--- src/rtl/ram_read_scheduler.sv ---
// Purpose : issues a job of num_bursts AXI INCR read bursts from an aligned base address,
//           keeping at most MAX_OUTSTANDING bursts in flight, and counts/checks R beats.
// Latency : first AR is presented the cycle after an accepted start; done pulses the cycle
//           after the last RLAST (or the cycle after start for an empty job).
// Backpressure: ARVALID/ARADDR hold until ARREADY; RREADY is always high, so R is never stalled.
// Ports   : clk/resetn (sync, active-low); start/base_addr/num_bursts job request;
//           busy/done/error/beat_count status; M_AXI_AR* address channel; M_AXI_R* data channel.
module ram_read_scheduler #(
    parameter int DW              = 512,
    parameter int AW              = 32,
    parameter int BURST_BEATS     = 64,
    parameter int MAX_OUTSTANDING = 4
) (
    input  logic          clk,
    input  logic          resetn,
    input  logic          start,
    input  logic [AW-1:0] base_addr,
    input  logic [15:0]   num_bursts,
    output logic          busy,
    output logic          done,
    output logic          error,
    output logic [31:0]   beat_count,
    output logic [AW-1:0] M_AXI_ARADDR,
    output logic          M_AXI_ARVALID,
    input  logic          M_AXI_ARREADY,
    output logic [7:0]    M_AXI_ARLEN,
    output logic [2:0]    M_AXI_ARSIZE,
    output logic [1:0]    M_AXI_ARBURST,
    input  logic          M_AXI_RVALID,
    input  logic          M_AXI_RLAST,
    input  logic [1:0]    M_AXI_RRESP,
    output logic          M_AXI_RREADY
);

    localparam int            BURST_BYTES = BURST_BEATS * DW / 8;
    localparam int            OFFS        = $clog2(BURST_BYTES);
    localparam logic [AW-1:0] ALIGN_MASK  = ~((AW'(1) << OFFS) - AW'(1));
    localparam logic [AW-1:0] STEP        = AW'(BURST_BYTES);
    localparam logic [3:0]    MAX_OUT     = 4'(MAX_OUTSTANDING);

    typedef enum logic [1:0] {IDLE, ISSUE, DRAIN} state_t;

    state_t        state_q, state_d;
    logic [AW-1:0] addr_q, addr_d;
    logic [15:0]   nb_q, nb_d;
    logic [15:0]   issued_q, issued_d;
    logic [3:0]    out_q, out_d;
    logic          arvalid_q, arvalid_d;
    logic          done_q, done_d;
    logic          error_q, error_d;
    logic [31:0]   beats_q, beats_d;

    logic ar_hs, r_hs, rlast_dec;

    always_ff @(posedge clk) begin
        if (!resetn) begin
            state_q   <= IDLE;
            addr_q    <= '0;
            nb_q      <= '0;
            issued_q  <= '0;
            out_q     <= '0;
            arvalid_q <= 1'b0;
            done_q    <= 1'b0;
            error_q   <= 1'b0;
            beats_q   <= '0;
        end else begin
            state_q   <= state_d;
            addr_q    <= addr_d;
            nb_q      <= nb_d;
            issued_q  <= issued_d;
            out_q     <= out_d;
            arvalid_q <= arvalid_d;
            done_q    <= done_d;
            error_q   <= error_d;
            beats_q   <= beats_d;
        end
    end

    always_comb begin
        state_d  = state_q;
        addr_d   = addr_q;
        nb_d     = nb_q;
        issued_d = issued_q;
        out_d    = out_q;
        done_d   = 1'b0;
        error_d  = error_q;
        beats_d  = beats_q;

        ar_hs     = arvalid_q & M_AXI_ARREADY;
        // Beats in IDLE belong to no job (e.g. leftovers abandoned by a reset) and are dropped.
        r_hs      = M_AXI_RVALID && (state_q != IDLE);
        // A stray RLAST with nothing outstanding must not wrap the counter.
        rlast_dec = r_hs && M_AXI_RLAST && (out_q != 4'd0);

        case (state_q)
            IDLE: begin
                if (start) begin
                    error_d  = 1'b0;
                    beats_d  = '0;
                    issued_d = '0;
                    out_d    = '0;
                    if (num_bursts != 16'd0) begin
                        state_d = ISSUE;
                        addr_d  = base_addr & ALIGN_MASK;
                        nb_d    = num_bursts;
                    end else begin
                        done_d  = 1'b1;
                    end
                end
            end
            default: begin
                if (ar_hs) begin
                    issued_d = issued_q + 16'd1;
                    addr_d   = addr_q + STEP;
                end
                // Simultaneous AR and RLAST cancel out.
                out_d = out_q + {3'b000, ar_hs} - {3'b000, rlast_dec};
                if (r_hs) begin
                    if (beats_q != 32'hFFFF_FFFF)
                        beats_d = beats_q + 32'd1;
                    if ((M_AXI_RRESP != 2'b00) || (out_q == 4'd0))
                        error_d = 1'b1;
                end
                if ((state_q == ISSUE) && (issued_d == nb_q))
                    state_d = DRAIN;
                if ((state_q == DRAIN) && (out_d == 4'd0)) begin
                    state_d = IDLE;
                    done_d  = 1'b1;
                end
            end
        endcase

        // Eligibility is evaluated on next-cycle counters so ARVALID stays high across
        // back-to-back handshakes and only drops when nothing further may be issued.
        arvalid_d = (state_d == ISSUE) && (issued_d < nb_d) && (out_d < MAX_OUT);
    end

    assign busy          = (state_q != IDLE);
    assign done          = done_q;
    assign error         = error_q;
    assign beat_count    = beats_q;
    assign M_AXI_ARADDR  = addr_q;
    assign M_AXI_ARVALID = arvalid_q;
    assign M_AXI_ARLEN   = 8'(BURST_BEATS - 1);
    assign M_AXI_ARSIZE  = 3'($clog2(DW / 8));
    assign M_AXI_ARBURST = 2'b01;
    assign M_AXI_RREADY  = 1'b1;

endmodule

--- config.mk ---
export PLATFORM = sky130hd
export DESIGN_NAME = ram_read_scheduler
export DESIGN_NICKNAME = d
export VERILOG_FILES = /design/src/rtl/ram_read_scheduler.sv
export SDC_FILE = /design/constraint.sdc
export NUM_CORES = 1
export LEC_CHECK = 0
export CORE_MARGIN = 1
export CORE_UTILIZATION = 56
export CTS_BUF_LIST = sky130_fd_sc_hd__clkbuf_2 sky130_fd_sc_hd__clkbuf_4 sky130_fd_sc_hd__clkbuf_8
export CTS_CLUSTER_DIAMETER = 60
export DETAILED_ROUTE_END_ITERATION = 8
export GPL_TIMING_DRIVEN = 0
export PLACE_DENSITY = 0.94
export SYNTH_ARGS = -nofsm -noshare
export SYNTH_HDL_FRONTEND = slang
export SYNTH_SLANG_ARGS = --single-unit
--- constraint.sdc ---
create_clock -name clk -period 5.75 [get_ports clk]
set_clock_uncertainty 0.2 [all_clocks]
set_input_delay 1.4375 -clock clk [delete_from_list [all_inputs] [get_ports clk]]
set_output_delay 1.4375 -clock clk [all_outputs]
set_load 0.02 [all_outputs]
### Word level (Yosys, flattened, before mapping)

Cells that the tools add are included.

| word-level totals | value |
|---|---|
| output and inout port bits | 82 |
| memories | 0 |
| bits in read-only memories | 0 |
| register bits after elaboration | 105 |
| logic and storage cells | 76 |
| RAM bits | 0 |
| latch bits | 0 |

| cells by class | value |
|---|---|
| div/mod/pow operators | 0 |
| bitwise operators | 1 |
| shift-type cells | 0 |
| add/subtract/negate cells | 5 |
| mux-type cells | 30 |
| multiply operators | 0 |
| eq/ne operators | 7 |
| magnitude comparators | 2 |
| reduce and logical (&&, ||, !) cells | 22 |

Operators with widths:

| operator | number |
|---|---|
| $mux 32 | 8 |
| $mux 16 | 7 |
| $add 32x1->32 const B | 1 |
| $add 32x13->32 const B | 1 |
| $ne 32x32->1 const B | 1 |
| $add 16x1->16 const B | 1 |
| $eq 16x16->1 | 1 |
| $lt 16x16->1 | 1 |
| $reduce_bool 16->1 | 1 |
| $reduce_bool 2->1 | 6 |
| $mux 2 | 5 |
| $reduce_and 3->1 | 3 |
| $logic_not 4->1 | 2 |
| $mux 1 | 8 |
| $mux 4 | 2 |
| $logic_and 1x1->1 | 7 |
| $add 4x1->4 | 1 |
| $eq 2x1->1 const B | 2 |
| $lt 4x3->1 const B | 1 |
| $ne 2x2->1 const B | 2 |
| $reduce_bool 4->1 | 1 |
| $sub 4x1->4 | 1 |
| $eq 2x2->1 const B | 1 |
| $logic_not 2->1 | 1 |
| other kinds (2) | 2 |

### Depth between registers and ports, before layout

Gate-level depths: netlist of the first run.

| logic depth | value |
|---|---|
| depth in word-level cells | 12 |
| mapped depth | 18 |
| gate-level depth less buffers | 15 |

### Worst setup path after synthesis of the first run

No wires, ideal clock.

| path | value |
|---|---|
| path kind | input -> register |
| from | in num_bursts[9] |
| to | reg arvalid_q, in the netlist M_AXI_ARVALID |
| slack | 1.564 ns |
| required time | 5.492 ns |
| cell stages on the path | 14 |
| arrival | 3.928 ns |
| library setup time | 0.058 ns |
| cells stage by stage | nor4_1 -> nand4_1 -> nand3_1 -> buf_2 -> buf_2 -> mux2i_1 -> ha_1 -> a21o_1 -> a21o_1 -> a21oi_1 -> nor2_1 -> a211oi_1 -> o22a_1 -> o211a_1 |

| on the way | value |
|---|---|
| word-level cells in the longest chain between the ends | 7 |
| elaborated cells on any way between the ends | 11 |
| those cells by class | 1 x order compare; 1 x eq/ne; 6 x mux; 3 x reduce/logical |

RTL lines:

| item | line | text |
|---|---|---|
| start, declared | 18 | `input logic [15:0] num_bursts,` |
| $reduce_bool 16->1 | 102 | `if (num_bursts != 16'd0) begin` |
| $mux 16 or $mux 2 (tied branches) | 102 |  |
| $mux 16 or $mux 2 (tied branches) | 97 | `if (start) begin` |
| $mux 16 or $mux 2 (tied branches) | 95 | `case (state_q)` |
| $lt 16x16->1 or $eq 2x1->1 (tied branches) | 135 | `arvalid_d = (state_d == ISSUE) && (issued_d < nb_d) && (out_d < MAX_OUT);` |
| $logic_and 1x1->1 (*) (2 in a row) | 135 |  |
| end signal, assigned | 72 | `arvalid_q <= arvalid_d;` |
| end, declared | 48 | `logic arvalid_q, arvalid_d;` |

Every way passes the cells marked *; elsewhere a longest branch is shown, timed or not.
A chain may end at the register's enable or synchronous reset.

### Worst setup path in the final report of the first run

| path | value |
|---|---|
| from | in num_bursts[3] |
| to | reg arvalid_q, in the netlist M_AXI_ARVALID |

The elaborated chain is that of the path after synthesis.

==> results by stage, run 1 <==
Outcome:
- The flow ran to the end, and the final reports show no timing, DRC or antenna violations.

Setup path:
- On the worst path, the slowest cell contributes a delay of 0.50 ns.
- The cell at the slowest stage of the critical path is clkdlybuf4s50_1.
- The worst setup path is captured at a register.
- The required time of the critical path is between 5 and 6 ns.
- The worst setup path is launched from an input port.
- The critical path startpoint is num_bursts[3].
- The critical path goes through clkdlybuf4s50_1 > nor4_1 > nand4_1 > nand3_1 > buf_2 > buf_2 > mux2i_1 > ha_1 > a21o_1 > a21o_1 > a21oi_1 > nor2_1 > a211oi_1 > o22a_1 > o211a_1.
- Data arrives at the worst endpoint at 5.34 ns.
- The maximum fanout along the worst path is 10.
- The critical path is of the in -> reg type.
- The reg-to-reg startpoint is state_q[1].

Synthesis:
- The number of synthesized register bits is 93.
- The number of synthesis warnings is 0.
- For this run, asynchronously set or reset flops after synthesis account for 0%.
- The sequential-to-total area share from yosys stat is about a third.
- The unique cell type count in the Yosys netlist is 64.
- The cell area after synthesis is 5720 sq um.
- In this run, synthesis inferred 0 flip-flops with an integrated enable.
- The instance count of the mapped netlist is 706.
- The average instance in the mapped netlist occupies about 8 sq um.
- In the synthesized netlist the dominant register cell turns out to be dfxtp_1.

Drt:
- The total detailed-routing wirelength is 15900 um.
- After detailed routing, the average wire length per cell comes to ~16 um.
- The number of iterations in the first detailed-routing pass is 5.
- The number of remaining DRC errors is 0.
- The first routing iteration left 403 violations.
- The count of vias placed by the detailed router is around 5800.
- The average vias per placed instance is 5.89.
- The post-detailed-route count of antenna-violating nets is 0.

Die:
- The effective utilization at floorplan is 58.2%.
- The boundary pin count is 138.
- Measured along the y axis, the die boundary spans 103 um.
- The area inside the core boundary is 9820 sq um.
- The area of the die is 10600 sq um.
- Row generation in the floorplan step produced 36 rows.
- The die extent in x is 103 um.

Final layout:
- In the final layout, flip-flops and latches occupy 1860 sq um.
- The area growth from synthesis to layout is 25.2%.
- The post-route core utilization is 72.9%.
- The number of fillers in the final layout is 758.
- The multi-input combinational cells in the finished layout cover a total of ~3500 sq um.
- The number of diodes added for antenna fixing is 0.
- For this run, the post-layout net count is 920.
- The fraction of layout instances using a drive strength above 1 is between 7 and 8%.
- The number of non-filler instances in the completed layout is 978.

Worst hold path:
- The worst hold path belongs to the class reg -> reg.
- In this run the most critical hold path is launched from error.

Timing:
- Setup violations remaining at the end of the flow were counted as 0.
- The pin slew with the least headroom to its limit is about 0.64 ns.
- Setup repair after global routing left no endpoint under its margin.
- The minimum clock period after layout is around 5.2 ns.
- Timing would allow up to around 0.19 GHz.
- The number of failing hold endpoints at the final stage is 0.
- The final count of pins violating max slew is 0.
- Headroom to the max-slew limit came out at 57.4%.
- The final sum of negative setup slack is 0 ns.
- The final critical path takes up between 90% and 100% of the cycle.

Placement:
- The count of input and output buffers is 99.
- The cell total after placement is 962.
- At the end of routability-driven placement, the weighted congestion stood at 0.943.
- The HPWL after detailed placement is 11600 um.

Global route:
- The leftover overflow at the end of global routing is 0.
- Global routing used 30.8% of the available tracks across all layers.
- The initial antenna violation count is 0.
- The number of global-route vias before repair is 5265.
- Entering global routing, the biggest net connects 17 pins.
- The first global-routing pass estimated 25400 um of wire.

Power and ir drop:
- The total power density per cell area is around 210 nW/um^2.
- Per report_power, the clock group accounts for roughly 28% of the total.
- The cell leakage power is 0.00276 uW.
- The switching share of power is 33.3%.
- The net load switching power is a little over 500 uW.
- The combinational group share of total power is 25.3%.
- IR analysis of the VDD net gives a maximum drop of roughly 0.00016 V.
- Per report_power, the sequential group accounts for between 40% and 50% of the total.
- Cell internal power was estimated by the tool at 1020 uW.

Clocking:
- Clock-pin slew was measured on the worst setup and hold paths at 0.10 ns.
- The clock tree synthesis step divided the H-tree into 3 levels.
- In this run the deepest clock path goes through 2 buffers.
- Buffers inserted during clock tree synthesis total 9.
- Gates resized during post-CTS repair numbered 0.
- The tree built by TritonCTS fans out to 93 sinks.
- For this design, the CTS-stage hold fixing added 0 buffers.
- In this run the post-CTS setup repair buffer count came out at 0.
- The clock network latency to the later pin of the worst-skew pair is 0.37 ns.
- The CTS tree is done.
- In this run the clock root is driven by a clkbuf_8.

Run:
- The number of violations of the max-capacitance limit is 0.
[area by class of cell]
cell class	count	share of cell area [%]
inverters	21	1.10
well taps	133	2.33
flip-flops and latches	93	26.0
clock buffers	11	2.12
clock inverters	5	0.594
repair buffers	99	13.8
plain buffers	61	4.74
multi-input cells	555	49.3
[path summary, 6_finish.rpt]
kind | endpoint | slack (ns) | depth (start not counted)
setup / recovery | M_AXI_ARVALID | 0.53 | 15
setup reg to reg | M_AXI_ARVALID | 1.47 | 18
hold reg to reg | error | 0.27 | 2
hold / removal | error | 0.27 | 2
[synth_stat cells, types with 12 or more instances]
cell type / count / area share, %
nor2b_1: 19 / 2.1
o21ai_0: 55 / 4.8
mux2i_1: 18 / 3.2
clkbuf_1: 22 / 1.4
nand4_1: 25 / 2.7
inv_1: 20 / 1.3
dfxtp_1: 93 / 33
and2_1: 21 / 2.3
xnor2_1: 27 / 4.1
ha_1: 23 / 5.0
nand3_1: 36 / 3.2
nand2_1: 54 / 3.5
nor2_1: 66 / 4.3
nor3_1: 12 / 1.1
xor2_1: 26 / 4.0
buf_4: 26 / 3.4
a21oi_1: 34 / 3.0
[per-layer routing]
metal  up-vias  GRT usage, %  share of wire (%)
met2       320          52.3                 47
met3        45          8.54                9.6
met5         -             0                  0
met1      2666          37.2                 40
li1       2726             -                  -
met4         0          11.5                2.7
[cells by family after synthesis]
logic type / Yosys count / share of synthesized area, %
fa+ha+maj: 25 / 5.56
simple gates: 282 / 26.8
compound gates: 151 / 16.4
flops: 93 / 32.6
buf+inv: 82 / 7.31
xor+xnor: 53 / 8.12
mux: 18 / 3.15
other cells: 2 / 0.131
[placed cells by master (no fill, tap or decap), types with 3 or more instances in the layout]
| cell type | count |
|---|---|
| clkdlybuf4s50_1 | 99 |
| dfxtp_1 | 93 |
| nor2_1 | 66 |
| o21ai_0 | 55 |
| nand2_1 | 54 |
| nand3_1 | 36 |
| a21oi_1 | 34 |
| xnor2_1 | 27 |
| xor2_1 | 26 |
| buf_4 | 26 |
| conb_1 | 26 |
| nand4_1 | 25 |
| ha_1 | 23 |
| clkbuf_1 | 22 |
| and2_1 | 21 |
| inv_1 | 20 |
| nor2b_1 | 19 |
| mux2i_1 | 18 |
| nor3_1 | 12 |
| a211oi_1 | 11 |
| clkbuf_8 | 11 |
| and3_1 | 10 |
| buf_2 | 9 |
| nor4_1 | 9 |
| a21o_1 | 9 |
| or3_1 | 7 |
| o31ai_1 | 7 |
| and4_1 | 5 |
| a31oi_1 | 5 |
| o21a_1 | 4 |
| a22oi_1 | 4 |
| buf_1 | 3 |
| nor4_4 | 3 |
[per-stage QoR]
stage               instance area, sq um  hold WS, ns  setup slack (ns)  total power (uW)
floorplan                           5810        0.280              1.56               955
global placement                    6960        0.251             0.268              1090
detailed placement                  6960        0.265             0.213              1100
CTS                                 7160        0.278             0.590              1520
global route                        7160        0.298             0.318              1600
finish                              7160        0.272             0.526              1530
[state kept, by name, indices dropped and copies added, names as in the netlist]
signal	flops
M_AXI_ARADDR	20
nb_q	16
M_AXI_ARVALID	1
out_q	4
issued_q	16
error	1
beat_count	32
state_q	2
done	1
[power groups by stage]
stage | sequential, uW | combinational [uW] | clock (uW)
3_3_place_gp | 722 | 368 | 0
2_1_floorplan | 738 | 217 | 0
5_1_grt | 713 | 420 | 464
6_report | 709 | 387 | 433
3_5_place_dp | 723 | 376 | 0
4_1_cts | 708 | 380 | 435
[critical path, delay by kind of cell]
family	cells	cell delay, ns
simple gates	4	0.83
mux	1	0.30
buf+inv	3	1.21
compound gates	6	1.26
fa+ha+maj	1	0.29
No activity file was read; power rests on OpenSTA's default activity.
==> inputs of run 2 (changes only) <==
- CTS_CLUSTER_DIAMETER: 60 -> not set
==> results of run 2 <==
Final layout, timing and power as in run 1 (identical DEF).
